==> src/rtl/mem_wb_stage_pkg.sv <==
// Shared CPU definitions: writeback source selects and load funct3 codes.
// Also holds the opcode and funct definitions used by the other pipeline stages.
package mem_wb_stage_pkg;

  localparam logic [1:0] WB_SEL_ALU  = 2'd0;
  localparam logic [1:0] WB_SEL_LOAD = 2'd1;
  localparam logic [1:0] WB_SEL_PC4  = 2'd2;
  localparam logic [1:0] WB_SEL_RSVD = 2'd3;

  localparam logic [2:0] F3_LB  = 3'b000;
  localparam logic [2:0] F3_LH  = 3'b001;
  localparam logic [2:0] F3_LW  = 3'b010;
  localparam logic [2:0] F3_LBU = 3'b100;
  localparam logic [2:0] F3_LHU = 3'b101;

  localparam logic [6:0] OPC_LOAD = 7'b0000011;
  localparam logic [6:0] OPC_JAL  = 7'b1101111;
  localparam logic [6:0] OPC_JALR = 7'b1100111;

endpackage

==> src/rtl/mem_wb_stage_load_extend.sv <==
// Load data extraction: picks the addressed byte/halfword of a memory word
// and sign- or zero-extends it to XLEN.
module load_extend
  import mem_wb_stage_pkg::*;
#(
  parameter int XLEN = 32
) (
  input  logic [2:0]      funct3,
  input  logic [1:0]      offset,
  input  logic [XLEN-1:0] word,
  output logic [XLEN-1:0] data
);

  logic [7:0]  byte_sel;
  logic [15:0] half_sel;

  always_comb begin
    byte_sel = word[7:0];
    case (offset)
      2'd0: byte_sel = word[7:0];
      2'd1: byte_sel = word[15:8];
      2'd2: byte_sel = word[23:16];
      2'd3: byte_sel = word[31:24];
      default: byte_sel = word[7:0];
    endcase
    half_sel = offset[1] ? word[31:16] : word[15:0];
  end

  // Unrecognised load types fall back to passing the full word.
  always_comb begin
    data = word;
    case (funct3)
      F3_LB:   data = {{(XLEN-8){byte_sel[7]}}, byte_sel};
      F3_LH:   data = {{(XLEN-16){half_sel[15]}}, half_sel};
      F3_LBU:  data = {{(XLEN-8){1'b0}}, byte_sel};
      F3_LHU:  data = {{(XLEN-16){1'b0}}, half_sel};
      default: data = word;
    endcase
  end

endmodule

==> src/rtl/mem_wb_stage.sv <==
// MEM/WB pipeline register with load extraction, register-file write port,
// forwarding source and retired-instruction counter.
module mem_wb_stage
  import mem_wb_stage_pkg::*;
#(
  parameter int XLEN  = 32,
  parameter int CNT_W = 64
) (
  input  logic             clk,
  input  logic             rst,
  input  logic             in_valid,
  input  logic [4:0]       in_rd,
  input  logic             in_reg_we,
  input  logic [1:0]       in_wb_sel,
  input  logic [XLEN-1:0]  in_alu,
  input  logic [XLEN-1:0]  in_pc,
  input  logic [2:0]       in_funct3,
  input  logic [XLEN-1:0]  dmem_dout,
  input  logic             stall,
  input  logic             flush,
  output logic             wb_we,
  output logic [4:0]       wb_wa,
  output logic [XLEN-1:0]  wb_wd,
  output logic             fwd_valid,
  output logic [4:0]       fwd_rd,
  output logic [XLEN-1:0]  fwd_data,
  output logic [CNT_W-1:0] instret
);

  logic             valid;
  logic [4:0]       rd;
  logic             reg_we;
  logic [1:0]       wb_sel;
  logic [XLEN-1:0]  alu;
  logic [XLEN-1:0]  pc;
  logic [2:0]       funct3;
  logic             hold_valid;
  logic [XLEN-1:0]  hold_data;
  logic [CNT_W-1:0] instret_q;

  // dmem_dout is only valid in the first WB cycle, so a stalled load keeps
  // its own copy until the stage is released.
  always_ff @(posedge clk) begin
    if (rst) begin
      valid      <= 1'b0;
      rd         <= '0;
      reg_we     <= 1'b0;
      wb_sel     <= WB_SEL_ALU;
      alu        <= '0;
      pc         <= '0;
      funct3     <= '0;
      hold_valid <= 1'b0;
      hold_data  <= '0;
      instret_q  <= '0;
    end else begin
      if (valid && !stall)
        instret_q <= instret_q + CNT_W'(1);
      if (!stall) begin
        valid      <= in_valid & ~flush;
        rd         <= in_rd;
        reg_we     <= in_reg_we;
        wb_sel     <= in_wb_sel;
        alu        <= in_alu;
        pc         <= in_pc;
        funct3     <= in_funct3;
        hold_valid <= 1'b0;
      end else if (!hold_valid) begin
        hold_valid <= 1'b1;
        hold_data  <= dmem_dout;
      end
    end
  end

  logic [XLEN-1:0] load_word;
  logic [XLEN-1:0] load_data;
  logic [XLEN-1:0] wd;
  logic            writes_reg;

  assign load_word = hold_valid ? hold_data : dmem_dout;

  load_extend #(.XLEN(XLEN)) u_load_extend (
    .funct3 (funct3),
    .offset (alu[1:0]),
    .word   (load_word),
    .data   (load_data)
  );

  always_comb begin
    wd = alu;
    case (wb_sel)
      WB_SEL_LOAD: wd = load_data;
      WB_SEL_PC4:  wd = pc + XLEN'(4);
      default:     wd = alu;
    endcase
  end

  assign writes_reg = valid & reg_we & (rd != 5'd0);

  assign wb_we     = writes_reg & ~stall;
  assign wb_wa     = rd;
  assign wb_wd     = wd;
  assign fwd_valid = writes_reg;
  assign fwd_rd    = rd;
  assign fwd_data  = wd;
  assign instret   = instret_q;

endmodule

==> config.mk <==
export PLATFORM = sky130hd
export DESIGN_NAME = mem_wb_stage
export DESIGN_NICKNAME = d
export VERILOG_FILES = /design/src/rtl/mem_wb_stage_pkg.sv /design/src/rtl/mem_wb_stage_load_extend.sv /design/src/rtl/mem_wb_stage.sv
export SDC_FILE = /design/constraint.sdc
export NUM_CORES = 1
export LEC_CHECK = 0
export BUFFER_PORTS_ARGS = -buffer_cell sky130_fd_sc_hd__buf_2
export CAP_MARGIN = 15
export CORE_ASPECT_RATIO = 1.2
export CORE_MARGIN = 4
export CORE_UTILIZATION = 48
export DETAILED_ROUTE_END_ITERATION = 8
export PLACE_DENSITY = 0.77
export SLEW_MARGIN = 20
export SYNTH_ARGS = -nofsm -noshare
export SYNTH_HDL_FRONTEND = slang
export SYNTH_SLANG_ARGS = --single-unit
==> constraint.sdc <==
create_clock -name clk -period 2.8 [get_ports clk]
set_input_delay 0.42 -clock clk [delete_from_list [all_inputs] [get_ports clk]]
set_output_delay 0.42 -clock clk [all_outputs]
set_load 0.02 [all_outputs]
==> flow_metrics.env <==
export IMPL_timing_hold_violations_final=0
export IMPL_post_synth_top_area_cell="dfxtp_1"
export IMPL_wl_per_cell_um=17.8
export IMPL_instances_no_fill=1595
export IMPL_fin_tns_setup_ns=-3.16
export IMPL_die_area_sq_um=21400
export IMPL_grt_overflow_total=0
export IMPL_setup_viol=42
export IMPL_synth_distinct_cells=51
export IMPL_grt_pass1_vias=8628
export IMPL_drtPass1Iterations=5
export IMPL_insertion_delay_ns=0.43
export IMPL_layout_drive_gt1_share_pct=31.6
export IMPL_tightestPinTransition_ns=0.769
export IMPL_required_ns=2.38
export IMPL_vias_per_cell=5.67
export IMPL_crit_chain="mux2_4, or3_4, a41o_4, buf_6, o211ai_1, o211ai_1, buf_4"
export IMPL_post_route_util_pct=62.6
export IMPL_track_usage_pct=25.8
export IMPL_slew_headroom_pct=48.7
export IMPL_yosysSeqAreaShare_pct=37.7
export IMPL_hold_buffers=0
export IMPL_crit_path_end_kind="output port"
export IMPL_skew_ns=0.00869
export IMPL_cts_htree_levels=4
export IMPL_grt_max_degree=63
export IMPL_antenna_found_initial=0
export IMPL_die_h_um=159
export IMPL_syn_inst=1107
export IMPL_crit_type="flop to output port"
export IMPL_crit_buf_inv=2
export IMPL_period_share_pct=106
export IMPL_synth_nets=1223
export IMPL_fmax_mhz=338
export IMPL_diodes=0
export IMPL_async_flop_share_pct=0
export IMPL_cp_top_family="compound AO/OA/AOI/OAI gates"
export IMPL_rsz0062_at_grt="yes"
export IMPL_io_pins=252
export IMPL_drv_slew=0
export IMPL_numClockSinks=173
export IMPL_place_inst=1553
export IMPL_final_common_cell="buf_2"
export IMPL_finalWeightedCongestion=0.939
export IMPL_status="finished, violations left"
export IMPL_syn_area_sq_um=9180
export IMPL_hpwl_um=21100
export IMPL_ys_warnings_count=0
export IMPL_num_fill_cells=1656
export IMPL_ys_ff_latch=173
export IMPL_cp_arrival_ns=2.53
export IMPL_die_w_um=134
export IMPL_avgSynthCellArea_sq_um=8.29
export IMPL_crit_slowest_cell="dfxtp_4"
export IMPL_core_area_sq_um=18900
export IMPL_hold_class="input pin to flop"
export IMPL_grt_pass1_wl_um=44900
export IMPL_post_route_min_period_ns=2.95
export IMPL_synth_edf_count=0
export IMPL_synth_area_leaders="dfxtp_1 (38%), mux2i_1 (10%), nor2_1 (5.8%)"
export IMPL_cts_made_buffers=17
export IMPL_final_setup_worst_slack_ns=-0.155
export IMPL_final_nets=1443
export IMPL_drc_errors=0
export IMPL_leakagePower_uw=0.00484
export IMPL_clkTransAtPathRegs_ns=0.07
export IMPL_drt_total_wl_um=28400
export IMPL_area_growth_pct=28.5
export IMPL_ir_drop_v=0.000361
export IMPL_cts_tree="done"
export IMPL_drtIter0Drc=712
export IMPL_worstSetupStartpointType="flop"
export IMPL_clockRootBuffer="clkbuf_16"
export IMPL_crit_fanout=6
export IMPL_violations="setup timing"
export IMPL_cp_common_cell="o211ai_1"
export IMPL_netlist_area_leader_share_pct=37.7
export IMPL_max_cap_viol_count=0
export IMPL_ys_flop_type="dfxtp_1"
export IMPL_clockBufferDepth=2
export IMPL_port_buffers=251
export IMPL_cp_slowest_stage_delay_ns=0.39
export IMPL_initial_core_util_pct=48.7
export IMPL_postRouteAntennaNets=0
export IMPL_pwr_density_cell_nw_per_um2=513
export IMPL_rows=55
export IMPL_num_vias=9036
export IMPL_final_cell_mix="buf_2 (216), dfxtp_1 (169), nor2_1 (141)"
export IMPL_p_total_uw=6050
==> worst reg2reg max path: cells and delay by family (launching register included) <==
| family | cells | cell delay (ns) |
|---|---|---|
| AOI/OAI and AO/OA | 1 | 0.15 |
| DFF | 1 | 0.44 |
| and+or+nand+nor | 4 | 1.89 |
==> logic make-up after synthesis <==
kind of cell               after synthesis  synth area share (%)
adders and majority gates                4                 0.545
buffers and inverters                  130                  6.86
DFF                                    173                  37.7
and+or+nand+nor                        442                  23.1
muxes                                  117                  13.8
xor gates and xnor gates                57                  5.44
AOI/OAI and AO/OA                      184                  12.6
==> metrics by stage <==
stage / cell area (sq um) / hold slack (ns) / worst slack, ns
after global placement: 10600 / 0.437 / 0.159
final: 11800 / 0.220 / -0.155
after floorplan: 9190 / 0.433 / 0.0857
after global routing: 11800 / 0.211 / -0.250
after detailed placement: 10600 / 0.447 / 0.0661
after CTS: 11500 / 0.202 / -0.173
==> worst paths after layout <==
| path | end | cells after the start | start | slack, ns |
|---|---|---|---|---|
| max | fwd_data[23] | 7 | hold_valid | -0.15 |
| min | alu[3] | 3 | in_alu[3] | 0.22 |
| max reg2reg | instret[57] | 5 | instret[16] | 0.25 |
| min reg2reg | hold_data[5] | 2 | hold_data[5] | 0.46 |
==> power by group <==
part / switching, uW / internal [uW] / total, uW
Sequential: 90.8 / 2550 / 2640
Combinational: 602 / 453 / 1060
Clock: 1030 / 1320 / 2350
==> per-layer routing <==
| metal | vias up | wire length [um] | GRT usage, % |
|---|---|---|---|
| met5 | - | 0 | 0 |
| met4 | 0 | 999 | 10.4 |
| met1 | 4262 | 11300 | 31.4 |
| met3 | 63 | 1930 | 4.42 |
| li1 | 4340 | - | - |
| met2 | 371 | 14300 | 44.8 |
==> repair_timing <==
item / CTS / global route
endpoints found under the setup margin: 60 / 62
pin swaps: 19 / 21
gates cloned: 1 / 1
setup buffers: 5 / 4
gates resized for setup: 77 / 47
==> flip-flops by register name, summed over array words and instances (netlist names) <==
name / flops
instret: 64
alu: 32
hold_data: 32
pc: 32
fwd_rd: 5
funct3: 3
wb_sel: 2
hold_valid: 1
reg_we: 1
valid: 1
==> synthesized netlist by cell type, types with 13 or more instances <==
cell,n
buf_4,37
inv_1,17
nand3_1,29
dfxtp_1,173
o21ai_0,33
xnor2_1,40
xor2_1,17
mux2_2,16
nor2_1,141
o221ai_1,18
nand2_1,123
clkbuf_1,62
a21oi_1,75
nor3_1,22
or4_1,13
o211ai_1,22
nor4_1,13
nand4_1,32
mux2i_1,95
or3_1,23
==> cell type report <==
type | instances | area [sq um] | area share, %
clock buffer | 18 | 429 | 3.64
clock inverter | 13 | 144 | 1.22
inverter | 19 | 71.3 | 0.605
multi-input combinational | 804 | 5450 | 46.2
sequential | 173 | 3480 | 29.5
tap | 256 | 320 | 2.72
timing repair buffer | 312 | 1900 | 16.1
(Power assumes the default switching activity.)
